## config.mk

```make
export PLATFORM = sky130hd
export DESIGN_NAME = fpu_f2i_seq
export DESIGN_NICKNAME = d
export VERILOG_FILES = /design/src/rtl/fpu_f2i_seq.sv
export SDC_FILE = /design/constraint.sdc
export NUM_CORES = 1
export LEC_CHECK = 0
export CORE_MARGIN = 2
export CORE_UTILIZATION = 45
export CTS_BUF_LIST = sky130_fd_sc_hd__clkbuf_8 sky130_fd_sc_hd__clkbuf_16
export DETAILED_ROUTE_END_ITERATION = 8
export HOLD_SLACK_MARGIN = 0.1
export PLACE_DENSITY_LB_ADDON = 0.3
export REMOVE_ABC_BUFFERS = 1
export SETUP_SLACK_MARGIN = 0.15
export SLEW_MARGIN = 40
export SYNTH_ARGS = -nofsm -noshare
export SYNTH_HDL_FRONTEND = slang
export SYNTH_SLANG_ARGS = --single-unit
```

## constraint.sdc

```tcl
create_clock -name i_clk -period 3.15 [get_ports i_clk]
set_input_delay 0.315 -clock i_clk [delete_from_list [all_inputs] [get_ports i_clk]]
set_output_delay 0.315 -clock i_clk [all_outputs]
set_load 0.005 [all_outputs]
```

## src/rtl/fpu_f2i_seq.sv

```systemverilog
// Sequential binary32 -> int32/uint32 converter, round toward zero.
// Mantissa is aligned by an iterative shifter moving up to SHIFT_STEP bits per cycle.
module fpu_f2i_seq #(
  parameter int unsigned SHIFT_STEP = 4
) (
  input  logic        i_clk,
  input  logic        i_rst,
  input  logic        i_valid,
  output logic        o_ready,
  input  logic [31:0] i_32_a,
  input  logic        i_signed,
  output logic        o_valid,
  input  logic        i_ready,
  output logic [31:0] o_32_int,
  output logic        o_ov_flag,
  output logic        o_inexact_flag
);

  typedef enum logic [1:0] {StIdle, StShift, StNeg, StDone} state_e;

  localparam logic [4:0] StepW = 5'(SHIFT_STEP);

  state_e      state_q, state_d;
  logic [31:0] work_q, work_d;
  logic [31:0] result_q, result_d;
  logic [4:0]  cnt_q, cnt_d;
  logic        left_q, left_d;
  logic        sticky_q, sticky_d;
  logic        sign_q, sign_d;
  logic        signed_q, signed_d;
  logic        ov_q, ov_d;
  logic        inx_q, inx_d;

  logic        a_sign;
  logic [7:0]  a_exp;
  logic [22:0] a_man;
  logic        is_special, spec_ov, spec_inx, norm_left;
  logic [31:0] spec_res, shift_mask;
  logic [4:0]  norm_cnt, step;

  assign a_sign = i_32_a[31];
  assign a_exp  = i_32_a[30:23];
  assign a_man  = i_32_a[22:0];

  function automatic logic [31:0] sat_val(input logic neg, input logic sgn);
    if (sgn) return neg ? 32'h8000_0000 : 32'h7FFF_FFFF;
    else     return neg ? 32'h0000_0000 : 32'hFFFF_FFFF;
  endfunction

  // Operand classification; biased exponent 150 means E == 23, 158 means E == 31.
  always_comb begin
    is_special = 1'b1;
    spec_res   = 32'h0;
    spec_ov    = 1'b0;
    spec_inx   = 1'b0;
    norm_left  = (a_exp >= 8'd150);
    norm_cnt   = norm_left ? 5'(a_exp - 8'd150) : 5'(8'd150 - a_exp);
    if (a_exp == 8'd0) begin
      spec_inx = |a_man;
    end else if (a_exp == 8'hFF) begin
      spec_ov  = 1'b1;
      spec_res = (|a_man) ? (i_signed ? 32'h7FFF_FFFF : 32'hFFFF_FFFF)
                          : sat_val(a_sign, i_signed);
    end else if (a_exp < 8'd127) begin
      spec_inx = 1'b1;
    end else if (i_signed &&
                 (a_exp > 8'd158 || (a_exp == 8'd158 && !(a_sign && a_man == 23'd0)))) begin
      spec_ov  = 1'b1;
      spec_res = sat_val(a_sign, 1'b1);
    end else if (!i_signed && (a_exp > 8'd158 || a_sign)) begin
      spec_ov  = 1'b1;
      spec_res = sat_val(a_sign, 1'b0);
    end else begin
      is_special = 1'b0;
    end
  end

  assign step       = (cnt_q > StepW) ? StepW : cnt_q;
  assign shift_mask = ~(32'hFFFF_FFFF << step);

  always_ff @(posedge i_clk or posedge i_rst) begin
    if (i_rst) begin
      state_q <= StIdle;
    end else begin
      state_q <= state_d;
    end
  end

  always_comb begin
    state_d = state_q;
    unique case (state_q)
      StIdle:  if (i_valid) state_d = is_special ? StDone : ((norm_cnt != 5'd0) ? StShift : StNeg);
      StShift: if (cnt_q == step) state_d = StNeg;
      StNeg:   state_d = StDone;
      StDone:  if (i_ready) state_d = StIdle;
      default: state_d = StIdle;
    endcase
  end

  always_comb begin
    o_ready = (state_q == StIdle);
    o_valid = (state_q == StDone);
  end

  always_comb begin
    work_d   = work_q;
    result_d = result_q;
    cnt_d    = cnt_q;
    left_d   = left_q;
    sticky_d = sticky_q;
    sign_d   = sign_q;
    signed_d = signed_q;
    ov_d     = ov_q;
    inx_d    = inx_q;
    unique case (state_q)
      StIdle: begin
        if (i_valid) begin
          sign_d   = a_sign;
          signed_d = i_signed;
          left_d   = norm_left;
          cnt_d    = norm_cnt;
          work_d   = {8'h0, 1'b1, a_man};
          sticky_d = 1'b0;
          if (is_special) begin
            result_d = spec_res;
            ov_d     = spec_ov;
            inx_d    = spec_inx;
          end
        end
      end
      StShift: begin
        work_d   = left_q ? (work_q << step) : (work_q >> step);
        sticky_d = sticky_q | (!left_q && |(work_q & shift_mask));
        cnt_d    = cnt_q - step;
      end
      StNeg: begin
        result_d = (sign_q && signed_q) ? (~work_q + 32'd1) : work_q;
        ov_d     = 1'b0;
        inx_d    = sticky_q;
      end
      default: ;
    endcase
  end

  always_ff @(posedge i_clk or posedge i_rst) begin
    if (i_rst) begin
      work_q   <= 32'h0;
      result_q <= 32'h0;
      cnt_q    <= 5'd0;
      left_q   <= 1'b0;
      sticky_q <= 1'b0;
      sign_q   <= 1'b0;
      signed_q <= 1'b0;
      ov_q     <= 1'b0;
      inx_q    <= 1'b0;
    end else begin
      work_q   <= work_d;
      result_q <= result_d;
      cnt_q    <= cnt_d;
      left_q   <= left_d;
      sticky_q <= sticky_d;
      sign_q   <= sign_d;
      signed_q <= signed_d;
      ov_q     <= ov_d;
      inx_q    <= inx_d;
    end
  end

  assign o_32_int       = result_q;
  assign o_ov_flag      = ov_q;
  assign o_inexact_flag = inx_q;

endmodule

```

# Word-level counts from Yosys, hierarchy flattened
# Cells that the tools add are included.
# Widths: inputs -> output; s select.
totals:
  reg_bits: 77
  latchBits: 0
  ram_bits: 0
  romBits: 0
  in_bits: 37
  word_cells: 104
  mem_count: 0
classes:
  addsub: 4
  multipliers: 0
  n_div: 0
  magnitude_cmp: 4
  eq_ne: 10
  n_shift: 3
  mux: 46
  bitwise_logic: 4
  reduce_logical: 23
op_table:
  columns: ["op", "n"]
  rows:
  - ["$mux 32", 15]
  - ["$pmux 32 s2", 2]
  - ["$not 32->32", 2]
  - ["$add 32x1->32 const B", 1]
  - ["$and 32x32->32", 1]
  - ["$reduce_or 32->1", 1]
  - ["$shl 32x5->32", 1]
  - ["$shl 32x5->32 const A", 1]
  - ["$shr 32x5->32", 1]
  - ["$logic_not 23->1", 1]
  - ["$reduce_or 23->1", 1]
  - ["$eq 8x8->1 const B", 2]
  - ["$mux 1", 16]
  - ["$mux 5", 3]
  - ["$mux 2", 5]
  - ["$pmux 5 s2", 1]
  - ["$ge 8x8->1 const B", 1]
  - ["$gt 8x8->1 const B", 1]
  - ["$logic_not 8->1", 1]
  - ["$lt 8x7->1 const B", 1]
  - ["$pmux 2 s4", 1]
  - ["$logic_and 1x1->1", 6]
  - ["$pmux 1 s2", 3]
  - ["$reduce_and 3->1", 2]
  - ["16 further kinds", 24]

# Logic depth before layout (Yosys ltp)
# Gate-level depths: netlist of run 1.
depth:
  ltp_word: 13
  depth_mapped: 12
  ltp_nobuf: 10

# Worst setup path before layout of run 1
# No wires, ideal clock.
synth_timing:
  path_kind: "reg-to-reg"
  start: "reg work_q[1]"
  end: "reg result_q[16], in the netlist o_32_int[16]"
  arrival_time_ps: 2113
  required_time_ps: 3025
  setup_slack_ps: 912
  stages_incl_launch_ff: 10
  path_buffers: 1
  cell_sequence: "dfrtp_1 > clkbuf_1 > inv_1 > ha_1 > nor4b_2 > nand4_2 > o31ai_1 > xor2_1 > o21ai_0 > mux2_4"
synth_between:
  elab_chain_cells: 4
synth_rtl:
  columns: ["element", "line_no", "rtl"]
  rows:
  - ["start: declaration", "24", "logic [31:0] work_q, work_d;"]
  - ["start signal: assignment", "157", "work_q <= work_d;"]
  - ["$not 32->32", "137", "result_d = (sign_q && signed_q) ? (~work_q + 32'd1) : work_q;"]
  - ["$add 32x1->32", "137", null]
  - ["$mux 32", "137", null]
  - ["$pmux 32 s2", "115", "unique case (state_q)"]
  - ["end signal: assignment", "158", "result_q <= result_d;"]
  - ["end: declaration", "25", "logic [31:0] result_q, result_d;"]
# No other way between the ends.
# A chain may end at the register's enable or synchronous reset.

# Final worst setup path of run 1
layout_timing:
  start: "reg cnt_q[2]"
  end: "reg work_q[13]"
layout_between:
  elab_chain_cells: 5
layout_rtl:
  columns: ["element", "line_no", "rtl"]
  rows:
  - ["start: declaration", "26", "logic [4:0] cnt_q, cnt_d;"]
  - ["start signal: assignment", "159", "cnt_q <= cnt_d;"]
  - ["$gt 5x3->1", "78", "assign step = (cnt_q > StepW) ? StepW : cnt_q;"]
  - ["$mux 5 *", "78", null]
  - ["$shr 32x5->32 or $shl 32x5->32 (tied branches)", "132", "work_d = left_q ? (work_q << step) : (work_q >> step);"]
  - ["$mux 32 *", "132", null]
  - ["$pmux 32 s2 *", "115", null]
# Every way passes the cells marked *; elsewhere a longest branch is shown, timed or not.

==> results of run 1 <==
==> cells in the final DEF, fill, tap and decap left out, drive strengths merged, types with 18 or more instances in the layout <==
cell type,count
dfrtp,77
mux4,29
o21ai,42
mux2,19
a31oi,21
xnor2,21
nor3,25
a211oi,21
nor2,56
clkdlybuf4s50,72
nand3,18
inv,31
a21oi,70
nand2,97
mux2i,43
buf,58
==> where the power goes <==
part / switching (mW) / leakage [nW] / internal [mW]
clock network: 0.471 / 0.138 / 0.545
logic: 3.34 / 2.10 / 2.78
registers: 0.643 / 0.922 / 1.47
==> flip-flops by register name (all words and copies together), names as in the netlist <==
signal / flops
sign_q: 1
state_q: 2
o_inexact_flag: 1
signed_q: 1
o_ov_flag: 1
o_32_int: 32
cnt_q: 5
sticky_q: 1
work_q: 32
left_q: 1
==> final timing paths <==
kind / start / endpoint / slack [ns] / cells after the start
max in group asynchronous: i_rst / work_q[23] / 2.10 / 3
min: i_rst / o_32_int[31] / 0.37 / 2
max: cnt_q[2] / work_q[13] / 0.55 / 7
min reg2reg: o_32_int[17] / o_32_int[17] / 0.50 / 1
min in group i_clk: o_32_int[17] / o_32_int[17] / 0.50 / 1
max reg2reg: cnt_q[2] / work_q[13] / 0.55 / 7
==> metal layers <==
metal,global-route usage,part of all wire,vias to the layer above
met3,0.0656,0.10,74
met4,0.115,0.035,0
li1,-,-,3251
met2,0.435,0.45,431
met5,0,0,-
met1,0.373,0.41,3373
==> cell families after synthesis <==
kind of cell	share of synthesized area
AO/OA/AOI/OAI	0.249
AND/OR/NAND/NOR	0.174
buffers and inverters	0.0749
multiplexers	0.183
flip-flops	0.267
XOR/XNOR	0.0340
adder cells (fa/ha/maj)	0.0173
other	0.000520
==> critical path: cells and delay by family, from the launching register on <==
family / cells / cell delay, ns
AOI/OAI and AO/OA: 3 / 0.46
buffers and inverters: 1 / 0.40
DFF: 1 / 0.55
muxes: 2 / 0.41
and+or+nand+nor: 1 / 0.67
==> cell type report <==
| cell class | count | area (um^2) |
|---|---|---|
| Inverter | 30 | 114 |
| Clock buffer | 9 | 225 |
| Timing Repair Buffer | 130 | 1190 |
| Clock inverter | 7 | 58.8 |
| Multi-Input combinational cell | 645 | 4770 |
| Sequential cell | 77 | 1930 |
| Tap cell | 216 | 270 |
| Fill cell | 1491 | 7210 |
==> stage by stage <==
step                      setup WS [ns]  TNS [ns]   util  total power, mW  std cells
after CTS                         0.587         0  0.543             9.15       1114
after global routing              0.337         0  0.543             9.85       1114
after floorplan                  -0.990    -23.52      -             5.89        752
final                             0.548         0  0.543             9.25       1114
after global placement            0.290         0  0.524             8.03       1097
after detailed placement          0.330         0  0.525             8.11       1098
==> metrics.md, run 1 <==
| Metric | Value |
|---|---|
| Status | `finished clean` |
| Antenna-violating nets left | `0` |
| Antenna violations before repair | `0` |
| FP Rows | `46` |
| MaxCap Viol Count | `0` |
| Largest net degree at the start of global routing | `41` |
| First-pass GRT wire length | `36.7 mm` |
| Ys Warns | `0` |
| Clk root buf | `clkbuf_16` |
| Final RePlAce weighted congestion | `0.946` |
| Register bit total from synthesis | `77` |
| Setup-failing EPs final | `0` |
| GR Overflow Total | `0` |
| Max FO, Critical Path | `20` |
| Setup Buffers After CTS | `0` |
| Crit Path Class | `flip-flop to flip-flop` |
| Initial core utilization | `0.458` |
| Dpl hpwl | `16.1 mm` |
| Max incr delay on CP | `0.67 ns` |
| CTS tree | `built` |
| Cts hold-fix bufs | `0` |
| H-tree Lvls | `3` |
| Fmax | `0.384 GHz` |
| Die Ht | `131 um` |
| Number of global-route vias before repair | `6773` |
| Hold crit path type | `primary input to asynchronous set/reset pin` |
| Die ar. | `17100 um^2` |
| Drt total wl | `23.2 mm` |
| CP startpoint kind | `flip-flop` |
| FFs w/ async S/R, synth | `1.00` |
| Cell Area, Placed | `8270 um^2` |
| Main area contributors after synthesis | `dfrtp_1, mux4_2, mux2i_1` |
| Hold WS | `0.370 ns` |
| Vias after detailed routing | `7129` |
| CP Capture Type | `flip-flop` |
| DR vias/cell | `6.40` |
| Max Slew Vio Count | `0` |
| Crit path top cell by count | `mux2i_1` |
| Syn Inst Count | `848` |
| Synth area leader | `dfrtp_1` |
| Worst path slowest cell | `nor4b_4` |
| Finished Cell Area | `8560 um^2` |
| Clk buf depth | `2` |
| Width of the die | `131 um` |
| Starting DRT DRC Count | `772` |
| Core area | `15800 um^2` |
| Mean Syn Cell Area | `8.51 um^2` |
| Crit path time final | `2.60 ns` |
| CTS Buf Count | `9` |
| Clock-pin slew on the worst setup and hold paths | `0.07 ns` |
| Total iterations of the first detailed-routing run | `6` |
| # diodes | `0` |
| Mapped cell area | `7220 um^2` |
| Layout Nets | `940` |
| Routed len/inst | `20.8 um` |
| Seq/Total Area, Yosys | `0.267` |
| Max VDD drop | `0.519 mV` |
| IO Pins | `73` |
| Area Growth Syn to Fin | `18.6%` |
| IO buf count | `72` |
| Worst Tran Pin Value | `0.875 ns` |
| Critical path cell sequence | `nor4b_4 -> buf_4 -> mux2i_1 -> mux2i_1 -> a21boi_0 -> o211ai_1 -> o21a_1` |
| Critical Path AT | `2.85 ns` |
| Commonest cells post-synth | `nand2_1, dfrtp_1, clkbuf_1, a21oi_1, nor2_1` |
| CP required | `3.40 ns` |
| Post-synth EDFFs | `0` |
| Unrepaired setup endpoints after global routing | `false` |
| Residual DRC count | `0` |
| Netlist cell types | `77` |
| Clk sinks | `77` |
| Power Density | `1080 nW/um^2` |
| Post-synth top area share | `0.267` |
| Clock latency on the worst-skew pair | `0.36 ns` |
| Final Hold Fails | `0` |
| Leak | `3.16 nW` |
| Count leader, synth | `nand2_1` |
| GRT Total Usage | `0.278` |
| Top FF cell, synth | `dfrtp_1` |
| Slew HR | `0.412` |
| Share of cells above drive strength 1 | `0.167` |
| Fin Clk Skew | `0.0107 ns` |
| Resized cells post-CTS | `0` |
| Final Cycle Share | `0.826` |
No activity file was read; power rests on OpenSTA's default activity.
==> run 2, diff against run 1 <==
==> constraint.sdc (replaced) <==
create_clock -name i_clk -period 2.3 [get_ports i_clk]
set_input_delay 0.23 -clock i_clk [delete_from_list [all_inputs] [get_ports i_clk]]
set_output_delay 0.23 -clock i_clk [all_outputs]
set_load 0.005 [all_outputs]
==> run 2 against run 1 <==
Cell count is 11% higher. Register-to-register slack got worse by 0.41 ns. Sequential power increased by 25%. Power is 55% higher. Design area up 17%. Utilization increased by 9.4 points. Critical endpoint is now o_32_int[18]. Global-route usage grew 1.2 points. Maximum frequency up 21%. Critical path depth grew 2. Largest cell class unchanged. Worst setup slack worse by 0.41 ns. Wire length rose by 12%.
==> metrics.md, run 2 (synthesis gave the netlist of run 1 again) <==
| Metric | Value |
|---|---|
| Crit Path Class | `flip-flop to flip-flop` |
| Unrepaired setup endpoints after global routing | `true` |
| Vias after detailed routing | `7893 (+11%)` |
| CP required | `2.53 ns (-0.87 ns)` |
| Residual DRC count | `0 (unchanged)` |
| Total iterations of the first detailed-routing run | `6 (unchanged)` |
| Critical path cell sequence | `inv_1 -> ha_2 -> nor4b_4 -> buf_4 -> nand4_1 -> o31ai_2 -> xor2_1 -> o21ai_1 -> mux2_4` |
| Drt total wl | `25.9 mm (+12%)` |
| Die Ht | `131 um (unchanged)` |
| Commonest cells after routing, fill and taps aside | `buf_4, nand2_1, dfrtp_1` |
| Cell Area, Placed | `9100 um^2 (+10%)` |
| R2R Setup Slk | `0.14 ns (-0.41 ns)` |
| Max VDD drop | `0.865 mV (+67%)` |
| Commonest non-fill, non-tap cell in the layout | `buf_4` |
| Antenna-violating nets left | `0 (unchanged)` |
| Width of the die | `131 um (unchanged)` |
| Fmax | `0.463 GHz (+21%)` |
| Power Density | `1430 nW/um^2 (+32%)` |
| Max FO, Critical Path | `4 (-80%)` |
| Layout Nets | `1069 (+14%)` |
| CTS Buf Count | `9 (unchanged)` |
| Routed len/inst | `20.9 um (+0.23%)` |
| Clock-pin slew on the worst setup and hold paths | `0.06 ns (about the same)` |
| Critical Path AT | `2.39 ns (-0.46 ns)` |
| GRT Total Usage | `0.291 (+0.0123)` |
| Critical R2R Launch | `work_q[1]` |
| Fin Clk Skew | `0.00792 ns (-0.00277 ns)` |
| Final Cycle Share | `0.938 (+0.112)` |
| Max incr delay on CP | `0.38 ns (-0.29 ns)` |
| Max Slew Vio Count | `0 (unchanged)` |
| Hold crit path type | `primary input to asynchronous set/reset pin` |
| FP Rows | `46 (unchanged)` |
| # diodes | `0 (unchanged)` |
| IO Pins | `73 (unchanged)` |
| Area Growth Syn to Fin | `39.2%` |
| IO buf count | `72 (unchanged)` |
| CTS tree | `built` |
| Share of cells above drive strength 1 | `0.317 (+0.150)` |
| Clock latency on the worst-skew pair | `0.35 ns (about the same)` |
| Largest net degree at the start of global routing | `43 (+4.9%)` |
| R2R cell count | `9 (+2)` |
| Starting DRT DRC Count | `1202 (+56%)` |
| Cts hold-fix bufs | `0 (unchanged)` |
| FF-to-FF End | `o_32_int[18]` |
| Setup-failing EPs final | `0 (unchanged)` |
| Clk sinks | `77 (unchanged)` |
| Dpl hpwl | `17.6 mm (+9.3%)` |
| Final Hold Fails | `0 (unchanged)` |
| Number of global-route vias before repair | `7235 (+6.8%)` |
| Initial core utilization | `0.458 (unchanged)` |
| Finished Cell Area | `10000 um^2 (+17%)` |
| CP startpoint kind | `flip-flop` |
| MaxCap Viol Count | `0 (unchanged)` |
| Worst path slowest cell | `dfrtp_1` |
| Status | `finished clean` |
| Leak | `4.08 nW (+29%)` |
| Final RePlAce weighted congestion | `0.960 (+1.5%)` |
| Clk buf depth | `2 (unchanged)` |
| Clk root buf | `clkbuf_16` |
| Placed Cells incl. Taps | `1199 (+9.2%)` |
| Core area | `15800 um^2 (unchanged)` |
| First-pass GRT wire length | `38.4 mm (+4.7%)` |
| Worst Tran Pin Value | `0.627 ns (-0.248 ns)` |
| DR vias/cell | `6.36 (-0.69%)` |
| Die ar. | `17100 um^2 (unchanged)` |
| CP Capture Type | `flip-flop` |
| Slew HR | `0.581 (+0.169)` |
| Crit path time final | `2.16 ns (-0.444 ns)` |
| GR Overflow Total | `0 (unchanged)` |
| H-tree Lvls | `3 (unchanged)` |
| Layout Cells excl Fill | `1242 (+11%)` |
| Antenna violations before repair | `0 (unchanged)` |
[run 2: per-layer routing]
metal / vias to the layer above / wire [um] / global-route usage
met4: 0 / 973 / 0.110
met2: 551 / 11800 / 0.451
met1: 3722 / 10300 / 0.397
met5: - / 0 / 0
li1: 3521 / - / -
met3: 99 / 2870 / 0.0676
[run 2: how the worst max path moves through the flow]
| stage | end | cells past startpoint | start |
|---|---|---|---|
| floorplan | work_q[3] | 5 | cnt_q[0] |
| global placement | o_32_int[30] | 9 | i_32_a[24] |
| detailed placement | o_32_int[13] | 10 | i_32_a[24] |
| CTS | work_q[11] | 8 | cnt_q[4] |
| global route | o_32_int[28] | 8 | work_q[1] |
| finish | o_32_int[18] | 9 | work_q[1] |
[run 2: timing repair]
item                       in CTS  in global routing
pin swaps                       5                 25
buffers inserted                6                 17
gates cloned                    0                  5
setup endpoints to repair      64                 65
resized for setup              21                 79
[run 2: cell type report]
class	instances	area, um^2
sequential	77	1930
clock inverter	6	41.3
clock buffer	9	225
tap	216	270
multi-input combinational	646	5060
inverter	30	118
fill	1326	5730
timing repair buffer	258	2390
[run 2: worst max-delay path, delay by kind of cell, from the launching register on]
family	cells	cell delay, ns
AND/OR/NAND/NOR	2	0.44
flip-flops	1	0.38
AO/OA/AOI/OAI	2	0.34
buffers and inverters	2	0.27
multiplexers	1	0.25
adder cells (fa/ha/maj)	1	0.20
XOR/XNOR	1	0.16
[run 2: metrics by stage]
stage               power [mW]  setup TNS (ns)  hold slack, ns   util  setup slack (ns)
floorplan                 8.06          -82.11           0.382      -             -1.84
global placement          11.7          -12.26           0.481  0.576            -0.529
detailed placement        11.8          -11.19           0.474  0.577            -0.403
CTS                       13.3               0           0.282  0.602             0.151
global route              15.2               0           0.335  0.637            0.0391
finish                    14.4               0           0.267  0.637             0.142
[run 2: power by group]
group	total (mW)	leakage [nW]	switching, mW	internal (mW)
Combinational	10.4	3.02	5.47	4.93
Sequential	2.63	0.918	0.602	2.03
Clock	1.32	0.135	0.598	0.724
Total	14.4	4.08	6.67	7.68
